### config.mk
export PLATFORM = sky130hd
export DESIGN_NAME = pipe_stage_skid_reg
export DESIGN_NICKNAME = d
export VERILOG_FILES = /design/src/rtl/pipe_pkg.sv /design/src/rtl/pipe_entry_reg.sv /design/src/rtl/pipe_stage_skid_reg.sv
export SDC_FILE = /design/constraint.sdc
export NUM_CORES = 1
export LEC_CHECK = 0
export CAP_MARGIN = 25
export CORE_MARGIN = 2
export CORE_UTILIZATION = 45
export DETAILED_ROUTE_END_ITERATION = 12
export PLACE_DENSITY_LB_ADDON = 0.12
export SLEW_MARGIN = 15
export SYNTH_ARGS = -nofsm -noshare
export SYNTH_HDL_FRONTEND = slang
export SYNTH_SLANG_ARGS = --single-unit
### constraint.sdc
create_clock -name clk -period 1.8 [get_ports clk]
set_input_delay 0.36 -clock clk [delete_from_list [all_inputs] [get_ports clk]]
set_output_delay 0.36 -clock clk [all_outputs]
set_load 0.1 [all_outputs]
### src/rtl/pipe_pkg.sv
// rtl/pipe_pkg.sv - shared constants and types for generic pipeline stage registers
//
// Purpose: common widths and control-bit positions so every stage packs in_ctrl
//          the same way, plus the stage-state encoding used by pipe_stage_skid_reg.
package pipe_pkg;

    localparam int PIPE_DATA_W = 32;
    localparam int PIPE_CTRL_W = 8;

    // Control-bit positions inside in_ctrl / out_ctrl.
    localparam int CTRL_WB_EN  = 0;
    localparam int CTRL_MEM_R  = 1;
    localparam int CTRL_MEM_W  = 2;
    localparam int CTRL_B      = 3;
    localparam int CTRL_S      = 4;

    // Stage state is {s_valid, m_valid}; a held skid entry without a main entry
    // cannot occur because the skid only fills behind an occupied main entry.
    typedef enum logic [1:0] {
        ST_EMPTY   = 2'b00,
        ST_ONE     = 2'b01,
        ST_ILLEGAL = 2'b10,
        ST_FULL    = 2'b11
    } stage_state_e;

    function automatic logic [1:0] occ_count(input logic m_valid, input logic s_valid);
        return {1'b0, m_valid} + {1'b0, s_valid};
    endfunction

endpackage

### src/rtl/pipe_entry_reg.sv
// rtl/pipe_entry_reg.sv - one valid+ctrl+data holding register of a pipeline stage
//
// Purpose: single buffer entry with load, invalidate and clear (squash) controls.
// Ports:
//   clk, rst_n        clock, asynchronous active-low reset
//   clear             squash: valid and ctrl to 0, data to 0 only when CLR_DATA != 0
//   load              capture d_data/d_ctrl and mark the entry valid
//   invalidate        mark the entry empty, payload kept
//   d_data, d_ctrl    payload and control to capture
//   q_valid, q_data, q_ctrl  registered entry contents
module pipe_entry_reg
    import pipe_pkg::*;
#(
    parameter int DATA_W   = PIPE_DATA_W,
    parameter int CTRL_W   = PIPE_CTRL_W,
    parameter int CLR_DATA = 0
) (
    input  logic              clk,
    input  logic              rst_n,
    input  logic              clear,
    input  logic              load,
    input  logic              invalidate,
    input  logic [DATA_W-1:0] d_data,
    input  logic [CTRL_W-1:0] d_ctrl,
    output logic              q_valid,
    output logic [DATA_W-1:0] q_data,
    output logic [CTRL_W-1:0] q_ctrl
);

    logic              valid_q, valid_d;
    logic [DATA_W-1:0] data_q,  data_d;
    logic [CTRL_W-1:0] ctrl_q,  ctrl_d;

    // clear outranks load so a squash can never be overridden by a capture.
    always_comb begin
        valid_d = valid_q;
        data_d  = data_q;
        ctrl_d  = ctrl_q;
        if (clear) begin
            valid_d = 1'b0;
            ctrl_d  = '0;
            if (CLR_DATA != 0) begin
                data_d = '0;
            end
        end else if (load) begin
            valid_d = 1'b1;
            data_d  = d_data;
            ctrl_d  = d_ctrl;
        end else if (invalidate) begin
            valid_d = 1'b0;
        end
    end

    always_ff @(posedge clk or negedge rst_n) begin
        if (!rst_n) begin
            valid_q <= 1'b0;
            data_q  <= '0;
            ctrl_q  <= '0;
        end else begin
            valid_q <= valid_d;
            data_q  <= data_d;
            ctrl_q  <= ctrl_d;
        end
    end

    assign q_valid = valid_q;
    assign q_data  = data_q;
    assign q_ctrl  = ctrl_q;

endmodule

### src/rtl/pipe_stage_skid_reg.sv
// rtl/pipe_stage_skid_reg.sv - parametrised pipeline stage register with main/skid buffer
//
// Purpose: moves payload + control between pipeline stages with valid/ready,
//          freeze (stall) and flush (squash). A second (skid) entry absorbs the
//          beat in flight when out_ready drops, so in_ready is a function of
//          registered state and freeze/flush only, never of out_ready.
// Ports:
//   clk, rst            clock, asynchronous active-low reset
//   freeze, flush       stall / synchronous squash (flush has priority)
//   in_valid, in_ready, in_data, in_ctrl      upstream handshake and beat
//   out_valid, out_ready, out_data, out_ctrl  downstream handshake and main entry
//   occupancy           number of held entries (0..2)
module pipe_stage_skid_reg
    import pipe_pkg::*;
#(
    parameter int DATA_W         = PIPE_DATA_W,
    parameter int CTRL_W         = PIPE_CTRL_W,
    parameter int FLUSH_CLR_DATA = 0
) (
    input  logic              clk,
    input  logic              rst,
    input  logic              freeze,
    input  logic              flush,
    input  logic              in_valid,
    output logic              in_ready,
    input  logic [DATA_W-1:0] in_data,
    input  logic [CTRL_W-1:0] in_ctrl,
    output logic              out_valid,
    input  logic              out_ready,
    output logic [DATA_W-1:0] out_data,
    output logic [CTRL_W-1:0] out_ctrl,
    output logic [1:0]        occupancy
);

    logic              m_valid, s_valid;
    logic [DATA_W-1:0] m_data,  s_data;
    logic [CTRL_W-1:0] m_ctrl,  s_ctrl;

    logic              accept, release_beat;
    logic              m_load, m_from_skid, m_inval;
    logic              s_load, s_inval;
    logic [DATA_W-1:0] m_d_data;
    logic [CTRL_W-1:0] m_d_ctrl;
    stage_state_e      state;

    // Freeze and flush mask both handshakes, so every register holds under
    // freeze and no beat crosses either boundary in a flush cycle.
    assign in_ready     = ~s_valid & ~freeze & ~flush;
    assign out_valid    = m_valid & ~freeze & ~flush;
    assign out_data     = m_data;
    assign out_ctrl     = m_valid ? m_ctrl : '0;
    assign occupancy    = occ_count(m_valid, s_valid);

    assign accept       = in_valid & in_ready;
    assign release_beat = out_valid & out_ready;

    assign state        = stage_state_e'({s_valid, m_valid});

    always_comb begin
        m_load      = 1'b0;
        m_from_skid = 1'b0;
        m_inval     = 1'b0;
        s_load      = 1'b0;
        s_inval     = 1'b0;
        case (state)
            ST_EMPTY: begin
                m_load = accept;
            end
            ST_ONE: begin
                if (accept && release_beat) begin
                    m_load = 1'b1;
                end else if (accept) begin
                    s_load = 1'b1;
                end else if (release_beat) begin
                    m_inval = 1'b1;
                end
            end
            ST_FULL: begin
                // in_ready is low here, so only the skid-to-main move is possible.
                if (release_beat) begin
                    m_load      = 1'b1;
                    m_from_skid = 1'b1;
                    s_inval     = 1'b1;
                end
            end
            default: begin
            end
        endcase
    end

    assign m_d_data = m_from_skid ? s_data : in_data;
    assign m_d_ctrl = m_from_skid ? s_ctrl : in_ctrl;

    pipe_entry_reg #(
        .DATA_W   (DATA_W),
        .CTRL_W   (CTRL_W),
        .CLR_DATA (FLUSH_CLR_DATA)
    ) u_main (
        .clk        (clk),
        .rst_n      (rst),
        .clear      (flush),
        .load       (m_load),
        .invalidate (m_inval),
        .d_data     (m_d_data),
        .d_ctrl     (m_d_ctrl),
        .q_valid    (m_valid),
        .q_data     (m_data),
        .q_ctrl     (m_ctrl)
    );

    pipe_entry_reg #(
        .DATA_W   (DATA_W),
        .CTRL_W   (CTRL_W),
        .CLR_DATA (FLUSH_CLR_DATA)
    ) u_skid (
        .clk        (clk),
        .rst_n      (rst),
        .clear      (flush),
        .load       (s_load),
        .invalidate (s_inval),
        .d_data     (in_data),
        .d_ctrl     (in_ctrl),
        .q_valid    (s_valid),
        .q_data     (s_data),
        .q_ctrl     (s_ctrl)
    );

    a_no_skid_without_main: assert property (
        @(posedge clk) disable iff (!rst) !(s_valid && !m_valid)
    );

endmodule

# Word-level counts from Yosys, hierarchy flattened
# Index checks and enable logic that the tools add are counted.
# op_classes
add_sub_neg	1
eq_ne	2
muxes	23
n_bitwise	9
reduce_logical	8
# op_table
op	count
two-way mux 8 bit	6
two-way mux 32 bit	1
two-way mux 1 bit	15
bitwise AND 1 bit	6
nonzero test 3 bit	2
AND reduction 2 bit	2
nonzero test 2 bit	2
NOT 1 bit	3
case mux 1 bit (3 select lines)	1
adder 1 x 1 -> 2 bit	1
equality test 2 x 1 -> 1 bit (second input constant)	1
equality test 2 bit (second input constant)	1
logical NOT 2 bit	1
logical AND 1 bit	1
# word_totals
reg_bits	82
input_bits	46
output_inout_bits	44

# Logic depth before layout (Yosys ltp)
# depth
ltp_word	11
ltp_mapped	7
ltp_nobuf	5

# Cells and area by module
# Synthesis repeated with hierarchy kept, for this count alone.
# hier_totals
cells_unflattened	268
hier_area_um2	4290.4
# modules_own_cells
module	instances	cells_per_inst	area_each_um2
pipe_entry_reg	2	99	1731.7
pipe_stage_skid_reg	1	70	827.0

# Worst setup path after synthesis
# No wires, ideal clock.
# synth_path
path_kind	flip-flop to output port
startpoint	register u_main.valid_q (netlist: u_main.q_valid)
endpoint	output out_valid
t_arrival_ns	2.747
required_ns	1.440
setup_slack_ns	-1.307
stages_incl_launch_ff	4
n_path_buf	1
path_cell_list	dfrtp_1 clkbuf_1 inv_1 nor3_1
# synth_via
elab_chain_cells	2
# synth_rtl
item	line_no	source
from (decl)	pipe_entry_reg.sv:30	logic valid_q, valid_d;
from (signal assigned)	pipe_entry_reg.sv:60	valid_q <= valid_d;
bitwise AND 1 bit (2 in a row)	pipe_stage_skid_reg.sv:49	assign out_valid = m_valid & ~freeze & ~flush;
to (decl)	pipe_stage_skid_reg.sv:28	output logic out_valid,
# No other way between the ends.

# Worst setup path after layout
# layout_path
startpoint	register u_skid.valid_q (netlist: u_skid.q_valid)
endpoint	register u_main.data_q[7] (netlist: u_main.q_data[7])
# layout_via
elab_chain_cells	8
word_cells_on_any_way	13
classes_between	2 x eq/ne; 4 x mux; 4 x bitwise; 3 x reduce/logical
# layout_rtl
item	line_no	source
from (decl)	pipe_entry_reg.sv:30	
from (signal assigned)	pipe_entry_reg.sv:60	
NOT 1 bit	pipe_stage_skid_reg.sv:48	assign in_ready = ~s_valid & ~freeze & ~flush;
bitwise AND 1 bit (2 in a row)	pipe_stage_skid_reg.sv:48	
bitwise AND 1 bit	pipe_stage_skid_reg.sv:54	assign accept = in_valid & in_ready;
logical AND 1 bit	pipe_stage_skid_reg.sv:70	if (accept && release_beat) begin
two-way mux 1 bit	pipe_stage_skid_reg.sv:70	
case mux 1 bit (3 select lines)	pipe_stage_skid_reg.sv:65	case (state)
AND reduction 2 bit (no line)	-	
to (signal assigned)	pipe_entry_reg.sv:61	data_q <= data_d;
to (decl)	pipe_entry_reg.sv:31	logic [DATA_W-1:0] data_q, data_d;
# Several ways; a longest one is shown, not always the timed one.
# A chain may end at the register's enable or synchronous reset.

==> flow_summary.json <==
{
  "tightest_slew_ns": 0.303,
  "synth_common_cells": "nand2_1, dfrtp_1, mux2_2, mux2i_1, nand3_1",
  "critPathLaunchType": "flip-flop",
  "p_int_mw": 4.35,
  "io_pins": 90,
  "setup_viol": 32,
  "first_pass_iters": 4,
  "p_sw_mw": 2.90,
  "clk_pin_slew_ns": 0.08,
  "combPwrFrac_pct": 43.7,
  "layout-drive-gt1-share_pct": 38.7,
  "yosysUniqueCellTypes": 23,
  "hold_viol_final": 0,
  "yosysWarnings": 0,
  "fin_setup_tns_ns": -0.751,
  "p_clk_share_pct": 20.3,
  "nets": 508,
  "min_path_type": "input port to async pin",
  "grt_pass1_wl_um": 14900,
  "path_max_fanout": 10,
  "relSlewSlack_pct": 79.8,
  "p_leak_nw": 2.90,
  "synth_most_common_cell": "nand2_1",
  "worstSetupPathType": "flip-flop to flip-flop",
  "outcome": "finished, violations left",
  "synth-edff-count": 0,
  "maxSlewViolCount": 0,
  "clock_sinks": 82,
  "grt_pass1_vias": 3024,
  "clock-root-buffer": "clkbuf_8",
  "antenna_found_initial": 0,
  "violations": "negative setup slack",
  "syn2layout_area_growth_pct": 57.6,
  "p_per_area_nw_per_um2": 1210,
  "rsz0062_at_grt": "yes",
  "cts_tree": "done",
  "syn_area_um2": 3800,
  "fin_cells": 568,
  "cp-end-kind": "flip-flop",
  "wirelength_um": 9340,
  "chipWidth_um": 95.8,
  "vdd_drop_max_mv": 0.627,
  "ys_seq_area_share_pct": 54.1,
  "grt.overflow.total": 0,
  "grt_max_degree": 44,
  "yosys.area.top_type_share_pct": 54.1,
  "fin_skew_ns": 0.00354,
  "cap_violations": 0,
  "whs_ns": 0.414,
  "fin_crit_sh_pct": 102,
  "insertion_delay_ns": 0.35,
  "post-place-ws_ns": -0.612,
  "antenna_cells": 0,
  "wl_per_cell_um": 16.4,
  "regArea_um2": 2050,
  "num_vias": 2851,
  "detail-route-antenna-nets": 0,
  "yosys.area.top_type": "dfrtp_1",
  "synth.top_cells.by_area": "dfrtp_1, mux2_2, nand2_1",
  "arrival_ns": 2.07,
  "io_buffers": 89,
  "dp_hpwl_um": 6170,
  "viasPerCell": 5.02,
  "fmax_mhz": 546,
  "seqPwrFrac_pct": 36.0,
  "cp.required_ns": 2.04,
  "rows": 33,
  "dp_cells": 540,
  "die_h_um": 95.8,
  "synth_seq_cells": 82,
  "drc_errors": 0,
  "switching_share_pct": 40.0,
  "htree_levels": 3,
  "cts_buffers": 9,
  "core_um2": 8220,
  "grt_usage_pct": 21.4,
  "cts_buffer_depth": 2,
  "fill_cells": 578,
  "synth-main-ff-cell": "dfrtp_1",
  "ys_async_sr_fraction_pct": 100,
  "multi_input_area_um2": 1780,
  "drtIter0Drc": 91,
  "initial_utilization_pct": 46.2,
  "power_mw": 7.25,
  "die_area_um2": 9190,
  "setup_ws_ns": -0.0330,
  "fin_crit_ns": 1.83,
  "syn_avg_cell_area_um2": 11.2,
  "syn_inst": 338,
  "syn_nets": 388,
  "gp_congestion": 0.780
}
==> placed cells by master, fill, tap and decap left out, types with 2 or more instances in the layout <==
cell             Yosys  layout
and2_1               8       4
and2_4               0       4
buf_12               0      51
buf_4                1      24
buf_6                7       4
bufinv_16            0       2
clkbuf_16            0       2
clkbuf_8             0      10
clkdlybuf4s50_1      0      42
clkinv_2             0       2
dfrtp_1             82      81
dlygate4sd2_1        0       2
ha_1                 4       2
inv_1                2       2
mux2_2              63      31
mux2_4               0      32
mux2i_1             16      16
nand2_1            122     120
nand2_2              0       2
nand3_1              9       8
nand3b_1             2       2
nor3_4               0       2
==> power groups by stage <==
stage | sequential [mW] | clock, mW | combinational, mW
2_1_floorplan | 3.86 | 0 | 0.622
3_3_place_gp | 2.62 | 0 | 3.09
3_5_place_dp | 2.63 | 0 | 3.14
4_1_cts | 2.61 | 1.50 | 3.17
5_1_grt | 2.65 | 1.60 | 3.29
6_report | 2.61 | 1.47 | 3.16
==> cell families after synthesis <==
| kind of cell | count (synthesis) | synth area share, % |
|---|---|---|
| AOI/OAI and AO/OA | 3 | 0.923 |
| adders and majority gates | 4 | 1.32 |
| buffers and inverters | 22 | 3.79 |
| DFF | 82 | 54.1 |
| muxes | 80 | 23.2 |
| and+or+nand+nor | 147 | 16.7 |
==> repair_timing <==
| item | 4_1_cts | 5_1_grt |
|---|---|---|
| gates cloned | 1 | 3 |
| endpoints found under the hold margin | 17 | 0 |
| setup buffers | 7 | 3 |
| setup endpoints to repair | 43 | 86 |
| gates resized for setup | 18 | 8 |
| pin swaps | 4 | 3 |
| hold buffers | 1 | 0 |
==> registers in the layout (all words and copies together), names as in the netlist <==
register,flops
u_main.q_ctrl,8
u_skid.q_ctrl,8
u_main.q_data,32
u_skid.q_valid,1
u_main.q_valid,1
u_skid.q_data,32
==> layout make-up <==
cell class | instances | share of cell area (%)
sequential | 82 | 34.3
timing repair buffer | 128 | 29.9
multi-input combinational | 234 | 29.8
clock buffer | 11 | 2.36
tap | 105 | 2.20
clock inverter | 5 | 1.30
inverter | 3 | 0.188
==> worst max-delay path, cell delays in order, from the launching register on <==
cell and delay [ns]:
dfrtp_2 0.45, nor4b_4 0.29, nand3_2 0.13, a31oi_4 0.25, buf_12 0.15, buf_12 0.13, mux2_4 0.30
==> routing by layer <==
layer,share of wire [%],vias up,track usage [%]
met5,0,-,0
met4,1.8,0,9.05
met3,4.2,15,4.62
met2,51,72,34.5
met1,43,1416,28.1
li1,-,1348,-
==> per-stage QoR <==
step	util, %	cell area (µm²)
5_1_grt	72.8	5980
3_3_place_gp	67.3	5530
3_5_place_dp	67.3	5530
6_report	72.8	5980
4_1_cts	71.9	5910
2_1_floorplan	-	3950
==> final timing paths <==
kind / cells past startpoint / slack [ns] / startpoint / end
worst max-delay path: 6 / -0.03 / u_skid.q_valid / u_main.q_data[7]
worst min-delay path: 2 / 0.41 / rst / u_skid.q_data[26]
worst max register to register: 6 / -0.03 / u_skid.q_valid / u_main.q_data[7]
worst min register to register: 2 / 0.48 / u_skid.q_data[1] / u_skid.q_data[1]
max in group asynchronous: 3 / 0.78 / rst / u_skid.q_valid
min in group clk: 2 / 0.48 / u_skid.q_data[1] / u_skid.q_data[1]
Power figures use the tool's default switching activity.
